<file path="config.mk">
export PLATFORM = sky130hd
export DESIGN_NAME = branch_predictor
export DESIGN_NICKNAME = d
export VERILOG_FILES = /design/src/rtl/branch_predictor_pkg.sv /design/src/rtl/bp_sat_ctr.sv /design/src/rtl/branch_predictor.sv
export SDC_FILE = /design/constraint.sdc
export NUM_CORES = 2
export LEC_CHECK = 0
export BUFFER_PORTS_ARGS = -buffer_cell sky130_fd_sc_hd__buf_4
export CAP_MARGIN = 20
export CORE_MARGIN = 4
export CORE_UTILIZATION = 55
export CTS_CLUSTER_SIZE = 28
export DETAILED_ROUTE_END_ITERATION = 10
export PLACE_DENSITY_LB_ADDON = 0.2
export SYNTH_ARGS = -nofsm -noshare
export SYNTH_HDL_FRONTEND = slang
export SYNTH_SLANG_ARGS = --single-unit
</file>
<file path="constraint.sdc">
create_clock -name clk -period 6.9 [get_ports clk]
set_input_delay 1.38 -clock clk [delete_from_list [all_inputs] [get_ports clk]]
set_output_delay 1.38 -clock clk [all_outputs]
set_load 0.1 [all_outputs]
</file>
<file path="src/rtl/branch_predictor_pkg.sv">
// rtl/branch_predictor_pkg.sv - shared types and constants for the branch predictor
package Const_pkg;

    typedef enum logic {
        BP_BIMODAL = 1'b0,
        BP_GSHARE  = 1'b1
    } bp_mode_e;

    // Counter value that predicts not-taken but flips after one taken outcome
    function automatic int unsigned bp_weak_nt(input int unsigned ctr_wid);
        return (32'd1 << (ctr_wid - 1)) - 32'd1;
    endfunction

endpackage

</file>
<file path="src/rtl/bp_sat_ctr.sv">
// rtl/bp_sat_ctr.sv - one saturating up/down prediction counter
module bp_sat_ctr
    import Const_pkg::*;
#(
    parameter int CTR_WID = 2
) (
    input  logic               clk,
    input  logic               rst,
    input  logic               en_i,
    input  logic               taken_i,
    output logic [CTR_WID-1:0] ctr_o
);

    localparam logic [CTR_WID-1:0] CTR_MAX = '1;
    localparam logic [CTR_WID-1:0] CTR_WNT = CTR_WID'(bp_weak_nt(CTR_WID));

    logic [CTR_WID-1:0] ctr_d;
    logic [CTR_WID-1:0] ctr_q;

    // Step toward the observed outcome, holding at either end of the range
    always_comb begin
        ctr_d = ctr_q;
        if (en_i) begin
            if (taken_i) begin
                if (ctr_q != CTR_MAX) begin
                    ctr_d = ctr_q + 1'b1;
                end
            end else if (ctr_q != '0) begin
                ctr_d = ctr_q - 1'b1;
            end
        end
    end

    // Counter register; reset parks it at weak-not-taken
    always_ff @(posedge clk) begin
        if (rst) begin
            ctr_q <= CTR_WNT;
        end else begin
            ctr_q <= ctr_d;
        end
    end

    assign ctr_o = ctr_q;

endmodule

</file>
<file path="src/rtl/branch_predictor.sv">
// rtl/branch_predictor.sv - bimodal/gshare direction predictor with BTB and stats
module branch_predictor
    import Const_pkg::*;
#(
    parameter int       ENTRIES = 64,
    parameter int       CTR_WID = 2,
    parameter int       GHR_WID = 6,
    parameter bp_mode_e MODE    = BP_BIMODAL
) (
    input  logic               clk,
    input  logic               rst,
    input  logic               pred_valid_i,
    input  logic [31:0]        pred_pc_i,
    output logic               pred_taken_o,
    output logic [31:0]        pred_target_o,
    output logic [GHR_WID-1:0] pred_ghr_o,
    input  logic               upd_valid_i,
    input  logic [31:0]        upd_pc_i,
    input  logic               upd_taken_i,
    input  logic [31:0]        upd_target_i,
    input  logic               upd_mispredict_i,
    input  logic [GHR_WID-1:0] upd_ghr_i,
    output logic [31:0]        branch_cnt_o,
    output logic [31:0]        miss_cnt_o
);

    localparam int IDX   = $clog2(ENTRIES);
    localparam int TAG_W = 30 - IDX;

    logic [GHR_WID-1:0] ghr_d;
    logic [GHR_WID-1:0] ghr_q;
    logic [31:0]        branch_cnt_d;
    logic [31:0]        branch_cnt_q;
    logic [31:0]        miss_cnt_d;
    logic [31:0]        miss_cnt_q;

    logic [ENTRIES-1:0] valid_d;
    logic [ENTRIES-1:0] valid_q;
    logic [TAG_W-1:0]   tag_d    [ENTRIES];
    logic [TAG_W-1:0]   tag_q    [ENTRIES];
    logic [31:0]        target_d [ENTRIES];
    logic [31:0]        target_q [ENTRIES];
    logic [CTR_WID-1:0] ctr      [ENTRIES];

    logic [IDX-1:0]     pred_hist;
    logic [IDX-1:0]     upd_hist;
    logic [IDX-1:0]     pred_idx;
    logic [IDX-1:0]     upd_idx;
    logic [TAG_W-1:0]   pred_tag;
    logic [TAG_W-1:0]   upd_tag;
    logic               pred_hit;
    logic               unused_bits;

    // Shift one outcome into a history value, oldest bit falls off the top
    function automatic logic [GHR_WID-1:0] ghr_push(input logic [GHR_WID-1:0] h,
                                                     input logic b);
        return GHR_WID'({h, b});
    endfunction

    // Fit history to the index width: truncate long histories, zero-extend short ones
    generate
        if (GHR_WID >= IDX) begin : g_hist_trunc
            assign pred_hist = ghr_q[IDX-1:0];
            assign upd_hist  = upd_ghr_i[IDX-1:0];
        end else begin : g_hist_ext
            assign pred_hist = {{(IDX-GHR_WID){1'b0}}, ghr_q};
            assign upd_hist  = {{(IDX-GHR_WID){1'b0}}, upd_ghr_i};
        end
    endgenerate

    assign unused_bits = ^{upd_pc_i[1:0], ghr_q, upd_ghr_i};

    // Table indices and tags for the lookup and the resolving branch
    always_comb begin
        pred_idx = pred_pc_i[IDX+1:2];
        upd_idx  = upd_pc_i[IDX+1:2];
        if (MODE == BP_GSHARE) begin
            pred_idx = pred_idx ^ pred_hist;
            upd_idx  = upd_idx ^ upd_hist;
        end
        pred_tag = pred_pc_i[31:IDX+2];
        upd_tag  = upd_pc_i[31:IDX+2];
    end

    // Same-cycle lookup from registered state only; updates are never bypassed
    always_comb begin
        pred_hit      = valid_q[pred_idx] && (tag_q[pred_idx] == pred_tag);
        pred_taken_o  = pred_valid_i && pred_hit && ctr[pred_idx][CTR_WID-1];
        pred_target_o = pred_hit ? target_q[pred_idx] : (pred_pc_i + 32'd4);
    end

    assign pred_ghr_o   = ghr_q;
    assign branch_cnt_o = branch_cnt_q;
    assign miss_cnt_o   = miss_cnt_q;

    // One counter per entry, stepped only when the resolving branch maps to it
    generate
        for (genvar i = 0; i < ENTRIES; i++) begin : g_ctr
            bp_sat_ctr #(
                .CTR_WID (CTR_WID)
            ) u_ctr (
                .clk     (clk),
                .rst     (rst),
                .en_i    (upd_valid_i && (upd_idx == IDX'(i))),
                .taken_i (upd_taken_i),
                .ctr_o   (ctr[i])
            );
        end
    endgenerate

    // BTB allocation happens only on taken outcomes
    always_comb begin
        valid_d  = valid_q;
        tag_d    = tag_q;
        target_d = target_q;
        if (upd_valid_i && upd_taken_i) begin
            valid_d[upd_idx]  = 1'b1;
            tag_d[upd_idx]    = upd_tag;
            target_d[upd_idx] = upd_target_i;
        end
    end

    // History repair on mispredict wins over the speculative shift; stats count resolutions
    always_comb begin
        ghr_d        = ghr_q;
        branch_cnt_d = branch_cnt_q;
        miss_cnt_d   = miss_cnt_q;
        if (upd_valid_i && upd_mispredict_i) begin
            ghr_d = ghr_push(upd_ghr_i, upd_taken_i);
        end else if (pred_valid_i) begin
            ghr_d = ghr_push(ghr_q, pred_taken_o);
        end
        if (upd_valid_i) begin
            branch_cnt_d = branch_cnt_q + 32'd1;
            if (upd_mispredict_i) begin
                miss_cnt_d = miss_cnt_q + 32'd1;
            end
        end
    end

    // State registers; reset blocks any same-cycle write or shift
    always_ff @(posedge clk) begin
        if (rst) begin
            valid_q      <= '0;
            ghr_q        <= '0;
            branch_cnt_q <= '0;
            miss_cnt_q   <= '0;
        end else begin
            valid_q      <= valid_d;
            tag_q        <= tag_d;
            target_q     <= target_d;
            ghr_q        <= ghr_d;
            branch_cnt_q <= branch_cnt_d;
            miss_cnt_q   <= miss_cnt_d;
        end
    end

endmodule

</file>
==> impl_metrics.json <==
{
  "hold_viol": 0,
  "wl_per_cell_um": 38.4,
  "rrSetupSlack_ns": 3.15,
  "placedCellCount": 10800,
  "num-fill-cells": 17900,
  "clockBufferDepth": 4,
  "dpl.hpwl_um": 229000,
  "layout.nets": 7772,
  "yosys_most_used_dff": "edfxtp_1",
  "path_clk_slew_ns": 0.05,
  "start_util": 0.554,
  "ir_drop_mv": 0.225,
  "timing.final.crit_share": 0.995,
  "drc": 0,
  "critPathLaunch": "pred_pc_i[2]",
  "num_rows": 191,
  "tritoncts": "yes",
  "arrival_ns": 5.48,
  "fmax_mhz": 146,
  "hold_class": "flip-flop to flip-flop",
  "dieArea_sq_um": 281000,
  "synthCells": 7122,
  "synth_edf_count": 3584,
  "timing.rr.start": "tag_q[1167]",
  "core_sq_um": 271000,
  "grt-ovfl-total": 0,
  "netlist_area_sq_um": 150000,
  "worst-path-max-fanout": 30,
  "clk_latency_ns": 0.96,
  "tightest_slew_ns": 1.23,
  "cts_buffers": 385,
  "grt_pass1_wl_um": 610000,
  "fin_hold_ws_ns": 0.447,
  "grt_max_degree": 146,
  "ys_seq_area_frac": 0.752,
  "r2r_end": "pred_ghr_o[0]",
  "antenna_found_initial": 27,
  "h-tree-depth": 5,
  "numClockSinks": 3846,
  "drt_first_iter_violations": 12700,
  "p_leak_nw": 55.2,
  "endpoint_kind": "output pin",
  "maxCapViolCount": 0,
  "vias": 79900,
  "fin_skew_ns": 0.0655,
  "synth_seq_cells": 3846,
  "yosys_warnings": 0,
  "dieHeight_um": 531,
  "cts_hold_buf": 0,
  "io_buffer_count": 207,
  "criticalPathCategory": "primary input to output pin",
  "finalSetupViolations": 0,
  "timing.final.crit_period_ns": 6.86,
  "synth_area_per_cell_sq_um": 21.1,
  "synth_fp_nets": 7233,
  "final_cells": 11600,
  "firstDrtPassIters": 6,
  "cts_root_buf": "clkbuf_16",
  "first_global_vias": 76400,
  "placement.setup.worst_slack_ns": -0.263,
  "die_w_um": 531,
  "area_growth_pct": 14.2,
  "synthArstFlopShare": 0,
  "r2r_cells": 12,
  "grt_usage": 0.314,
  "hold_start": "valid_q[62]",
  "holdPathEnd": "valid_q[62]",
  "worst_slack_ns": 0.0378,
  "ios": 211,
  "powerDensity_nw_per_um2": 284,
  "maxSlewViolCount": 0,
  "worstHoldPathCells": 1,
  "viasPerCell": 6.90,
  "maxSlewHeadroom": 0.179,
  "drive_above_1_share": 0.289,
  "place_congestion": 0.818,
  "startpoint_type": "primary input",
  "drtAntennaViolNets": 0,
  "worstPathRequired_ns": 5.52,
  "totalWireLength_um": 444000,
  "outcome": "finished clean",
  "yosysUniqueCellTypes": 81
}
[state kept, by name (all words and copies together), names as in the netlist]
register and cells:
pred_ghr_o 6, branch_cnt_o 32, miss_cnt_o 32, tag_q 1536, valid_q 64, target_q 2048, g_ctr.u_ctr.ctr_o 128
[where the power goes]
group / internal, W / switching [W]
Combinational: 0.00104 / 0.00156
Clock: 0.0116 / 0.00884
Sequential: 0.0256 / 0.0000654
[cells in the mapped netlist (33+ instances only)]
library cell / instances / area [sq um]
nor2_1: 268 / 1010
nand3_1: 46 / 230
clkbuf_1: 199 / 747
buf_4: 40 / 300
xor2_1: 60 / 526
nand3b_1: 45 / 338
a21o_1: 92 / 691
buf_1: 33 / 124
a21oi_1: 138 / 691
a31oi_1: 44 / 275
mux4_2: 1044 / 23500
buf_2: 100 / 500
o221ai_1: 49 / 429
dfxtp_1: 262 / 5250
xnor2_1: 39 / 342
o31ai_1: 34 / 255
and3_1: 69 / 432
edfxtp_1: 3584 / 108000
nand2_1: 253 / 950
a22oi_1: 51 / 383
o21ai_0: 189 / 946
mux2i_1: 105 / 1050
[layer usage]
layer  up-vias  global-route usage  part of all wire
met2      5451               0.489              0.48
met5         -                   0           0.00023
met1     42500               0.439              0.36
met3       949              0.0681              0.12
met4        12               0.126             0.048
li1      31000                   -                 -
[kinds of logic (layout without fill, tap and decap cells)]
kind of cell,count (synthesis),in the layout,share of synthesized area
muxes,1219,1219,0.172
buffers and inverters,418,1279,0.0140
DFF,3846,3846,0.752
xor gates and xnor gates,99,99,0.00577
AOI/OAI and AO/OA,723,723,0.0313
and+or+nand+nor,814,814,0.0256
adders and majority gates,3,3,0.000250
other,0,17,0
[cell type report]
type / instances / area, sq um / area share
diodes: 17 / 42.5 / 0.000248
flip-flops and latches: 3846 / 113000 / 0.658
clock buffers: 501 / 10500 / 0.0609
repair buffers: 558 / 6060 / 0.0353
inverters: 12 / 56.3 / 0.000328
multi-input cells: 2858 / 35800 / 0.208
clock inverters: 208 / 1820 / 0.0106
well taps: 3570 / 4470 / 0.0260
[worst max-delay path by stage]
stage,endpoint,slack (ns),cells past startpoint
after global routing,pred_target_o[5],-0.02,16
after detailed placement,pred_target_o[2],-0.26,16
after floorplan,tag_q[696],0.13,6
after global placement,pred_target_o[2],-0.40,16
final,pred_target_o[5],0.04,17
after CTS,pred_target_o[2],0.002,15
[metrics by stage]
step           setup TNS, ns   util  total power (W)  area (sq um)
6_report                   0  0.632           0.0487        172000
5_1_grt              -0.0157  0.632           0.0500        171000
4_1_cts                    0  0.631           0.0488        171000
3_5_place_dp           -6.81  0.585           0.0287        159000
3_3_place_gp          -11.09  0.584           0.0286        159000
2_1_floorplan              0      -           0.0276        150000
[cells in the final DEF (no fill, tap or decap), types with 92 or more instances in the layout]
master,count
edfxtp_1,3584
mux4_2,1044
buf_4,411
clkbuf_16,400
dfxtp_1,262
nand2_1,253
nor2_1,210
o21ai_0,189
a21oi_1,137
buf_12,106
mux2i_1,105
a21o_1,92
[what timing repair did]
item | 4_1_cts | 5_1_grt
setup buffers | 0 | 0
pin swaps | 1 | 5
endpoints found under the setup margin | 33 | 33
resized for setup | 14 | 32
gates cloned | 2 | 6
[worst max-delay path, stage by stage]
cell and delay [ns]:
buf_16 0.15, buf_8 0.19, buf_16 0.17, buf_12 0.19, or3b_2 0.58, o22ai_1 0.20
a31oi_1 0.08, a21oi_2 0.21, buf_4 0.19, nor3_1 0.06, a2111oi_2 0.43, buf_4 0.19
nand3b_1 0.16, nand4b_4 0.32, buf_12 0.25, mux2_4 0.37, buf_4 0.25
(Power assumes the default switching activity.)
